### config.mk
export PLATFORM = sky130hd
export DESIGN_NAME = id_ex_pipe
export DESIGN_NICKNAME = d
export VERILOG_FILES = /design/src/rtl/id_ex_pipe.sv
export SDC_FILE = /design/constraint.sdc
export NUM_CORES = 1
export LEC_CHECK = 0
export BUFFER_PORTS_ARGS = -buffer_cell sky130_fd_sc_hd__buf_2
export CORE_MARGIN = 3
export CORE_UTILIZATION = 35
export DETAILED_ROUTE_END_ITERATION = 12
export PLACE_DENSITY = 0.71
export SLEW_MARGIN = 20
export SYNTH_ARGS = -nofsm -noshare
export SYNTH_HDL_FRONTEND = slang
export SYNTH_SLANG_ARGS = --single-unit
### constraint.sdc
create_clock -name clk -period 1.7 [get_ports clk]
set_clock_uncertainty 0.1 [all_clocks]
set_input_delay 0.085 -clock clk [delete_from_list [all_inputs] [get_ports clk]]
set_output_delay 0.085 -clock clk [all_outputs]
set_load 0.005 [all_outputs]
### src/rtl/id_ex_pipe.sv
// -----------------------------------------------------------------------------
// id_ex_pipe
// ID/EX pipeline register of the five-stage core.
//
// Captures the decoded instruction and forwarded operands from ID and presents
// them to EX one cycle later. Pipeline control:
//   - flush    : load a bubble (all ex_* zero), highest priority
//   - stall_ex : hold every ex_* field
//   - stall_id or a load-use hazard : load a bubble
//   - otherwise: capture id_* into ex_*
// A saturating counter records every bubble caused by a load-use hazard.
//
// Ports:
//   clk, rst            : clock, synchronous active-low reset
//   flush               : flush request, forces a bubble
//   stall_id, stall_ex  : controller stall requests for ID and EX
//   load_related_1/2    : per-operand load-use hazard flags from ID
//   id_*                : decoded instruction fields from ID
//   load_stall_req      : combinational OR of the two hazard flags
//   ex_*                : registered instruction fields for EX
//   ex_load_flag        : registered load flag, returned to ID hazard logic
//   bubble_cnt          : saturating count of load-use bubbles
// -----------------------------------------------------------------------------
module id_ex_pipe #(
    parameter int DATA_WIDTH     = 32,
    parameter int REG_ADDR_WIDTH = 5,
    parameter int OP_WIDTH       = 8,
    parameter int CNT_WIDTH      = 16
) (
    input  logic                      clk,
    input  logic                      rst,
    input  logic                      flush,
    input  logic                      stall_id,
    input  logic                      stall_ex,
    input  logic                      load_related_1,
    input  logic                      load_related_2,
    input  logic [DATA_WIDTH-1:0]     id_pc,
    input  logic [OP_WIDTH-1:0]       id_alu_op,
    input  logic [4:0]                id_shamt,
    input  logic [DATA_WIDTH-1:0]     id_operand_1,
    input  logic [DATA_WIDTH-1:0]     id_operand_2,
    input  logic                      id_write_reg_en,
    input  logic [REG_ADDR_WIDTH-1:0] id_write_reg_addr,
    input  logic                      id_mem_read,
    input  logic                      id_mem_write,
    input  logic [DATA_WIDTH-1:0]     id_mem_write_data,
    output logic                      load_stall_req,
    output logic [DATA_WIDTH-1:0]     ex_pc,
    output logic [OP_WIDTH-1:0]       ex_alu_op,
    output logic [4:0]                ex_shamt,
    output logic [DATA_WIDTH-1:0]     ex_operand_1,
    output logic [DATA_WIDTH-1:0]     ex_operand_2,
    output logic                      ex_write_reg_en,
    output logic [REG_ADDR_WIDTH-1:0] ex_write_reg_addr,
    output logic                      ex_mem_read,
    output logic                      ex_mem_write,
    output logic [DATA_WIDTH-1:0]     ex_mem_write_data,
    output logic                      ex_load_flag,
    output logic [CNT_WIDTH-1:0]      bubble_cnt
);

    // Saturating increment: stays at all-ones instead of wrapping.
    function automatic logic [CNT_WIDTH-1:0] sat_inc(input logic [CNT_WIDTH-1:0] v);
        if (&v)
            return v;
        else
            return v + 1'b1;
    endfunction

    logic [DATA_WIDTH-1:0]     pc_p1;
    logic [OP_WIDTH-1:0]       alu_op_p1;
    logic [4:0]                shamt_p1;
    logic [DATA_WIDTH-1:0]     operand_1_p1;
    logic [DATA_WIDTH-1:0]     operand_2_p1;
    logic                      write_reg_en_p1;
    logic [REG_ADDR_WIDTH-1:0] write_reg_addr_p1;
    logic                      mem_read_p1;
    logic                      mem_write_p1;
    logic [DATA_WIDTH-1:0]     mem_write_data_p1;
    logic [CNT_WIDTH-1:0]      bubble_cnt_p1;

    logic id_bubble;

    // Independent of rst so the controller can hold PC/IF/ID without delay.
    assign load_stall_req = load_related_1 | load_related_2;
    assign id_bubble      = stall_id | load_stall_req;

    // ---- ID -> EX stage boundary ----
    always_ff @(posedge clk) begin
        if (!rst || flush || (!stall_ex && id_bubble)) begin
            pc_p1             <= '0;
            alu_op_p1         <= '0;
            shamt_p1          <= '0;
            operand_1_p1      <= '0;
            operand_2_p1      <= '0;
            write_reg_en_p1   <= 1'b0;
            write_reg_addr_p1 <= '0;
            mem_read_p1       <= 1'b0;
            mem_write_p1      <= 1'b0;
            mem_write_data_p1 <= '0;
        end else if (stall_ex) begin
            pc_p1             <= pc_p1;
            alu_op_p1         <= alu_op_p1;
            shamt_p1          <= shamt_p1;
            operand_1_p1      <= operand_1_p1;
            operand_2_p1      <= operand_2_p1;
            write_reg_en_p1   <= write_reg_en_p1;
            write_reg_addr_p1 <= write_reg_addr_p1;
            mem_read_p1       <= mem_read_p1;
            mem_write_p1      <= mem_write_p1;
            mem_write_data_p1 <= mem_write_data_p1;
        end else begin
            pc_p1             <= id_pc;
            alu_op_p1         <= id_alu_op;
            shamt_p1          <= id_shamt;
            operand_1_p1      <= id_operand_1;
            operand_2_p1      <= id_operand_2;
            write_reg_en_p1   <= id_write_reg_en;
            write_reg_addr_p1 <= id_write_reg_addr;
            mem_read_p1       <= id_mem_read;
            mem_write_p1      <= id_mem_write;
            mem_write_data_p1 <= id_mem_write_data;
        end
    end

    // Only bubbles that actually come from the hazard path count; a flush or
    // an EX hold pre-empts the bubble, so nothing is counted then.
    always_ff @(posedge clk) begin
        if (!rst)
            bubble_cnt_p1 <= '0;
        else if (!flush && !stall_ex && load_stall_req)
            bubble_cnt_p1 <= sat_inc(bubble_cnt_p1);
    end

    assign ex_pc             = pc_p1;
    assign ex_alu_op         = alu_op_p1;
    assign ex_shamt          = shamt_p1;
    assign ex_operand_1      = operand_1_p1;
    assign ex_operand_2      = operand_2_p1;
    assign ex_write_reg_en   = write_reg_en_p1;
    assign ex_write_reg_addr = write_reg_addr_p1;
    assign ex_mem_read       = mem_read_p1;
    assign ex_mem_write      = mem_write_p1;
    assign ex_mem_write_data = mem_write_data_p1;
    assign ex_load_flag      = mem_read_p1;
    assign bubble_cnt        = bubble_cnt_p1;

endmodule

* After elaboration in Yosys (flattened, before gate mapping)
Cells that the tools add are included.
** Word-level totals
- Bits in registers :: 165
- Input bits :: 156
- Logic and storage cells :: 25
** Cells by class
- Add/subtract/negate cells :: 1
- Bitwise logic cells :: 3
- Reduce and logical (&&, ||, !) cells :: 10
** Operators with widths (count)
- $add A16 B1 Y16 const B :: 1
- $reduce_and A16 Y1 :: 1
- $logic_and A1 B1 Y1 :: 3
- $logic_not A1 Y1 :: 3
- $logic_or A1 B1 Y1 :: 2
- $or A1 B1 Y1 :: 2
- $reduce_and A2 Y1 :: 1
- $not A1 Y1 :: 1

* Longest topological paths before layout
Gate-level depths: netlist of run 1.
- Word-level depth :: 4
- Mapped depth :: 6

* Least setup slack after synthesis of run 1
Ideal clock, no wire load.
- Kind :: flip-flop to flip-flop
- Start :: register bubble_cnt_p1[0] (netlist: bubble_cnt[0])
- End :: register bubble_cnt_p1[3] (netlist: bubble_cnt[3])
- Arrival time :: 1.445 ns
- Required time :: 1.485 ns
- Slack :: 0.040 ns
- Stages on the path, launching flop included :: 7
- Path buffers :: 0
- Clock period less this slack :: 1.660 ns
- Cell sequence :: dfxtp_1 > ha_1 > nand4_1 > nor4_4 > nor4_1 > xor2_1 > and2_1
** On the way
- Longest elaborated chain between the ends :: 3
- Elaborated cells between the ends (all ways) :: 4
- Classes of those cells :: 1 x add/sub; 1 x bitwise; 2 x reduce/logical
** Ends and longest elaborated chain
- from (decl) :: line 80 : logic [CNT_WIDTH-1:0] bubble_cnt_p1;
- from (signal assigned) :: line 132 : bubble_cnt_p1 <= sat_inc(bubble_cnt_p1);
- branches (longest 3 deep; another with $add A16 B1 Y16)
Several ways; the timed one is not identified.
A chain may end at the register's enable or synchronous reset.

* Worst setup path after layout of run 1
- Start :: register bubble_cnt_p1[15] (netlist: bubble_cnt[15])
- End :: register bubble_cnt_p1[11] (netlist: bubble_cnt[11])
** On the way
- Longest elaborated chain between the ends :: 3
** Ends and longest elaborated chain
- $reduce_and A16 Y1 :: line 64 : if (&v)
- $not A1 Y1 (no source line)
- $reduce_and A2 Y1 (no source line)
No other way between the ends.

==> metrics.csv, run 1 <==
metric;value;unit
status;complete, no violations;
Starting DRT DRC Count;241;
Achievable Freq;606;MHz
yosys warns;0;
CTS tree;yes;
core area;0.0168;mm2
crit end category;flip-flop;
post-synth cell types;31;
drt wl/cell;15.2;um
Num CTS Buffers;17;
CTS clock-pin slew for the worst setup and hold paths;70;ps
Rel. slew slack;49.0;%
ordered list of cells on the worst path;nand4_1, nor4_4, buf_4, nor4_2, xor2_1, and2_1;
DR vias/cell;4.57;
DRT Pass-1 Iters;4;
Tmin final;1650;ps
final worst path period share;97.1;%
Die Wd;138;um
area share of the largest cell type after synthesis;54.5;%
mux contribution to synthesized area;25.3;%
sequential fraction of the synthesis area;54.5;%
I/O pins;323;
gpl congestion;0.809;
simple-gate share of the synthesized area;15.0;%
Clock Latency Late Sink;420;ps
GRT Util Overall;19.1;%
fillers;1369;
Max FO, Critical Path;4;
DIE AREA;0.0189;mm2
Rows;47;
Post-Synthesis Cells;577;
placed inst area;0.00796;mm2
Crit path largest cell delay;370;ps
fin util;60.2;%
via count;5863;
synth top area cells;dfxtp_1, mux2i_1, nor2_1, xor2_1, buf_2;
clock sinks;165;
number of global-route vias before repair;5883;
Worst Path Arrival;1870;ps
post-route cell area;0.0101;mm2
maximum VDD drop;0.716;mV
share of cells above drive strength 1;36.5;%
area of the multi-input gates;0.00264;mm2
most common cell after layout, fill and taps aside;buf_2;
Syn Area/Cell;10.5;um2
Post-Syn Nets;734;
antenna violations before repair;1;
worst hold path class;primary input to flip-flop;
R2R Setup Slk;50;ps
synthesized flop and latch total;165;
Final Hold Vio Count;0;
Power Density;862;mW/mm2
FF/Latch Area;0.00331;mm2
largest net degree at the start of global routing;150;
Leak Pwr;5.14;nW
post-route ant nets;0;
most frequent cells in the layout;buf_2, dfxtp_1, mux2i_1, nor2_1, dlygate4sd3_1;
Nets;1206;
Starting Density;36.1;%
critical path's slowest cell;nor4_4;
final setup vio count;0;
CP Data Required Time;1920;ps
Root Buffer;clkbuf_16;
max-slew violations;0;
IO Port Bufs;322;
Syn Std Cell Area;0.00606;mm2
post-synthesis xor/xnor area fraction;1.59;%
die height;138;um
CP Launch Type;flip-flop;
Detailed Route WL;19400;um
adder-cell share of the synthesized area;0.207;%
first-pass GRT wire length;28600;um
area leader, netlist;dfxtp_1;
Bufs on Longest Clock Path;2;
Compound-Gate Fraction of Synth Area;0.537;%
DRC errors left;0;
dpl hpwl;11500;um
CP Class;flip-flop to flip-flop;
Tightest Pin Transition;766;ps
largest family of logic cells by synthesized area;multiplexers;
max-capacitance violation count;0;
Area growth syn-to-layout;66.5;%
global route overflow;0;
H-Tree Depth;4;
## power breakdown
part           switching, mW  leakage (nW)  internal [mW]
registers             0.0411          1.34           3.94
logic                  0.402          3.54          0.591
clock network           1.64         0.264           2.07
## synthesized netlist by cell type
cell type	instances
and2_1	11
nor2b_1	1
clkbuf_1	18
nand2b_1	4
a311oi_2	1
buf_2	15
o21ai_1	1
dfxtp_1	165
a21boi_0	1
o21ai_0	1
nand2_1	10
nor4_1	5
nand3_1	4
inv_1	3
nand4_2	1
nor3_1	2
xor2_1	9
mux2i_1	153
nand4_4	1
and3_1	1
buf_1	1
nor2_1	153
buf_4	2
ha_1	1
or2_2	1
nor4b_1	1
nor3_2	1
nand4_1	6
nor2_4	1
xnor2_1	2
nor4_4	1
## critical path: cells and delay by family (launching register included)
family                 cells  cell delay [ps]
XOR/XNOR                   1              140
AND/OR/NAND/NOR            4              760
buffers and inverters      1              190
flip-flops                 1              350
## final cells by class
type                            count  area share (%)
Multi-Input combinational cell    373            26.1
Sequential cell                   165            32.8
Inverter                            3           0.112
Antenna cell                        1          0.0248
Clock buffer                       19            4.39
Clock inverter                     13            1.23
Tap cell                          220            2.73
Timing Repair Buffer              489            32.6
## state kept, by name, indices dropped and copies added (netlist names)
register	cells
ex_operand_1	32
ex_operand_2	32
ex_write_reg_addr	5
ex_mem_write_data	32
ex_shamt	5
ex_alu_op	8
bubble_cnt	16
ex_pc	32
ex_write_reg_en	1
ex_mem_write	1
ex_load_flag	1
## worst paths after layout
| path | cells after the start | endpoint | from |
|---|---|---|---|
| max | 6 | bubble_cnt[11]$_SDFFE_PN0P_ | bubble_cnt[15]$_SDFFE_PN0P_ |
| min | 4 | bubble_cnt[15]$_SDFFE_PN0P_ | rst |
| max reg2reg | 6 | bubble_cnt[11]$_SDFFE_PN0P_ | bubble_cnt[15]$_SDFFE_PN0P_ |
| min reg2reg | 2 | bubble_cnt[15]$_SDFFE_PN0P_ | bubble_cnt[15]$_SDFFE_PN0P_ |
## per-stage QoR
| stage | hold slack (ps) | TNS (ps) | power (mW) | setup slack (ps) | instances |
|---|---|---|---|---|---|
| 5_1_grt | 63.3 | -95.7 | 9.01 | -34.0 | 1283 |
| 6_report | 52.6 | 0 | 8.69 | 49.7 | 1283 |
| 3_3_place_gp | 211 | 0 | 4.75 | 49.9 | 1099 |
| 2_1_floorplan | 129 | 0 | 4.44 | 40.3 | 577 |
| 4_1_cts | 40.7 | -28.0 | 8.76 | -14.2 | 1281 |
| 3_5_place_dp | 223 | -12.0 | 4.76 | -12.0 | 1099 |
## per-layer routing
metal | share of wire, % | GRT usage [%] | vias up
li1 | - | - | 2874
met1 | 39 | 21.2 | 2747
met2 | 53 | 34.9 | 209
met3 | 6.2 | 4.71 | 33
met4 | 1.9 | 7.37 | 0
met5 | 0 | 0 | -
## logic make-up (layout without fill, tap and decap cells)
family,after synthesis,count (layout)
compound gates,4,4
xor+xnor,11,11
fa+ha+maj,1,1
buf+inv,39,524
flops,165,165
mux,153,153
other cells,0,1
simple gates,204,204
## what timing repair did
item,4_1_cts,5_1_grt
hold buffers,149,0
setup endpoints to repair,3,10
pin swaps,6,3
resized for setup,4,7
endpoints found under the hold margin,149,0
buffers inserted,1,1
Power figures use the tool's default switching activity.
==> run 2: changes to the inputs <==
Settings changed: CTS_BUF_LIST from default to sky130_fd_sc_hd__clkbuf_4.
==> metrics.csv, run 2 (synthesis gave the netlist of run 1 again) <==
metric;value;unit;change
status;complete, no violations;;unchanged
CP Data Required Time;2070;ps;was 1920 ps
DRC errors left;0;;unchanged
core area;0.0168;mm2;unchanged
share of cells above drive strength 1;37.0;%;was 36.5%
Final Hold Vio Count;0;;unchanged
gpl congestion;0.809;;unchanged
fillers;1392;;was 1,369
dpl hpwl;11500;um;unchanged
Starting Density;36.1;%;unchanged
Num CTS Buffers;17;;unchanged
worst r2r path cells;6;;unchanged
GRT Util Overall;19.3;%;was 19.1%
Detailed Route WL;19700;um;was 19,400 um
largest net degree at the start of global routing;150;;unchanged
final worst path period share;98.0;%;was 97.1%
Die Wd;138;um;unchanged
drt wl/cell;15.2;um;about the same
Hold Crit Depth;5;;was 4
CP Launch Type;flip-flop;;unchanged
CTS clock-pin slew for the worst setup and hold paths;140;ps;was 70 ps
DIE AREA;0.0189;mm2;unchanged
DRT Pass-1 Iters;4;;unchanged
unrepaired setup endpoints after global routing;yes;;
most common cell after layout, fill and taps aside;buf_2;;unchanged
DR vias/cell;4.59;;was 4.57
Area growth syn-to-layout;62.6;%;was 66.5%
Tmin final;1670;ps;was 1650 ps
Root Buffer;clkbuf_4;;was clkbuf_16
WHS;111;ps;was 52.6 ps
critical path's slowest cell;nor4_4;;unchanged
Rows;47;;unchanged
Power Density;731;mW/mm2;was 862 mW/mm2
max-capacitance violation count;0;;unchanged
worst hold path class;primary input to flip-flop;;unchanged
Worst Path Arrival;2030;ps;was 1870 ps
first-pass GRT wire length;28900;um;was 28,600 um
max-slew violations;0;;unchanged
Starting DRT DRC Count;185;;was 241
Clock Latency Late Sink;550;ps;was 420 ps
global route overflow;0;;unchanged
Crit path largest cell delay;390;ps;was 370 ps
Final Power;7.21;mW;was 8.69 mW
most frequent cells in the layout;buf_2, dfxtp_1, mux2i_1, dlygate4sd3_1, nor2_1;;was buf_2, dfxtp_1, mux2i_1, nor2_1, dlygate4sd3_1
Bufs on Longest Clock Path;2;;unchanged
post-route ant nets;0;;unchanged
Leak Pwr;5.04;nW;was 5.14 nW
maximum VDD drop;0.413;mV;was 0.716 mV
Post-Route Setup TNS;0;ps;unchanged
Max FO, Critical Path;3;;was 4
die height;138;um;unchanged
clock sinks;165;;unchanged
via count;5921;;was 5,863
final setup vio count;0;;unchanged
number of global-route vias before repair;5993;;was 5,883
CP Class;flip-flop to flip-flop;;unchanged
Tightest Pin Transition;842;ps;was 766 ps
I/O pins;323;;unchanged
antenna violations before repair;2;;was 1
H-Tree Depth;4;;unchanged
crit end category;flip-flop;;unchanged
ordered list of cells on the worst path;nand4_1, nor4_4, buf_4, nor4_2, xor2_1, and2_1;;unchanged
Nets;1211;;was 1,206
Achievable Freq;601;MHz;was 606 MHz
fin util;58.8;%;was 60.2%
CTS tree;yes;;unchanged
IO Port Bufs;322;;unchanged
Rel. slew slack;43.8;%;was 49.0%
[run 2: path summary, 6_finish.rpt]
kind                                     from                     endpoint  slack (ps)
setup / recovery  bubble_cnt[15]$_SDFFE_PN0P_  bubble_cnt[11]$_SDFFE_PN0P_          30
hold / removal                 load_related_1   bubble_cnt[1]$_SDFFE_PN0P_         110
setup reg to reg  bubble_cnt[15]$_SDFFE_PN0P_  bubble_cnt[11]$_SDFFE_PN0P_          30
hold reg to reg         ex_pc[2]$_SDFFE_PP0N_        ex_pc[2]$_SDFFE_PP0N_         410
[run 2: area by class of cell]
type / instances / area, um2 / share of cell area (%)
diodes: 2 / 5.00 / 0.0508
flip-flops and latches: 165 / 3310 / 33.6
clock inverters: 14 / 128 / 1.30
inverters: 3 / 11.3 / 0.114
well taps: 220 / 275 / 2.79
clock buffers: 18 / 135 / 1.37
repair buffers: 494 / 3330 / 33.8
multi-input cells: 373 / 2660 / 27.0
[run 2: worst max-delay path: cells and delay by family (launching register included)]
| kind | cells | cell delay [ps] |
|---|---|---|
| simple gates | 4 | 760 |
| flops | 1 | 370 |
| buf+inv | 1 | 210 |
| xor+xnor | 1 | 140 |
[run 2: stage by stage]
stage	area [um2]	worst slack, ps	cells
2_1_floorplan	6060	40.3	577
3_3_place_gp	7960	49.9	1099
3_5_place_dp	7960	-12.0	1099
4_1_cts	9790	-16.4	1285
5_1_grt	9850	-61.0	1289
6_report	9850	34.7	1289
[run 2: where the power goes]
| part | internal, mW | switching (mW) | total, mW |
|---|---|---|---|
| clock network | 0.751 | 1.47 | 2.22 |
| logic | 0.596 | 0.406 | 1.00 |
| registers | 3.95 | 0.0411 | 3.99 |
[run 2: layer usage]
metal  vias up  share of wire [%]  global-route usage [%]
li1       2882                  -                       -
met1      2801                 38                    20.5
met2       209                 53                    35.8
met3        29                6.7                    5.88
met4         0                2.0                    7.21
met5         -                  0                       0
[run 2: timing repair]
item                       CTS  global route
cloned                       0             0
pin swaps                    8             5
hold buffers               152             0
resized for setup            7            10
setup endpoints to repair    5            11
buffers inserted             2             2
hold endpoints to repair   165             0
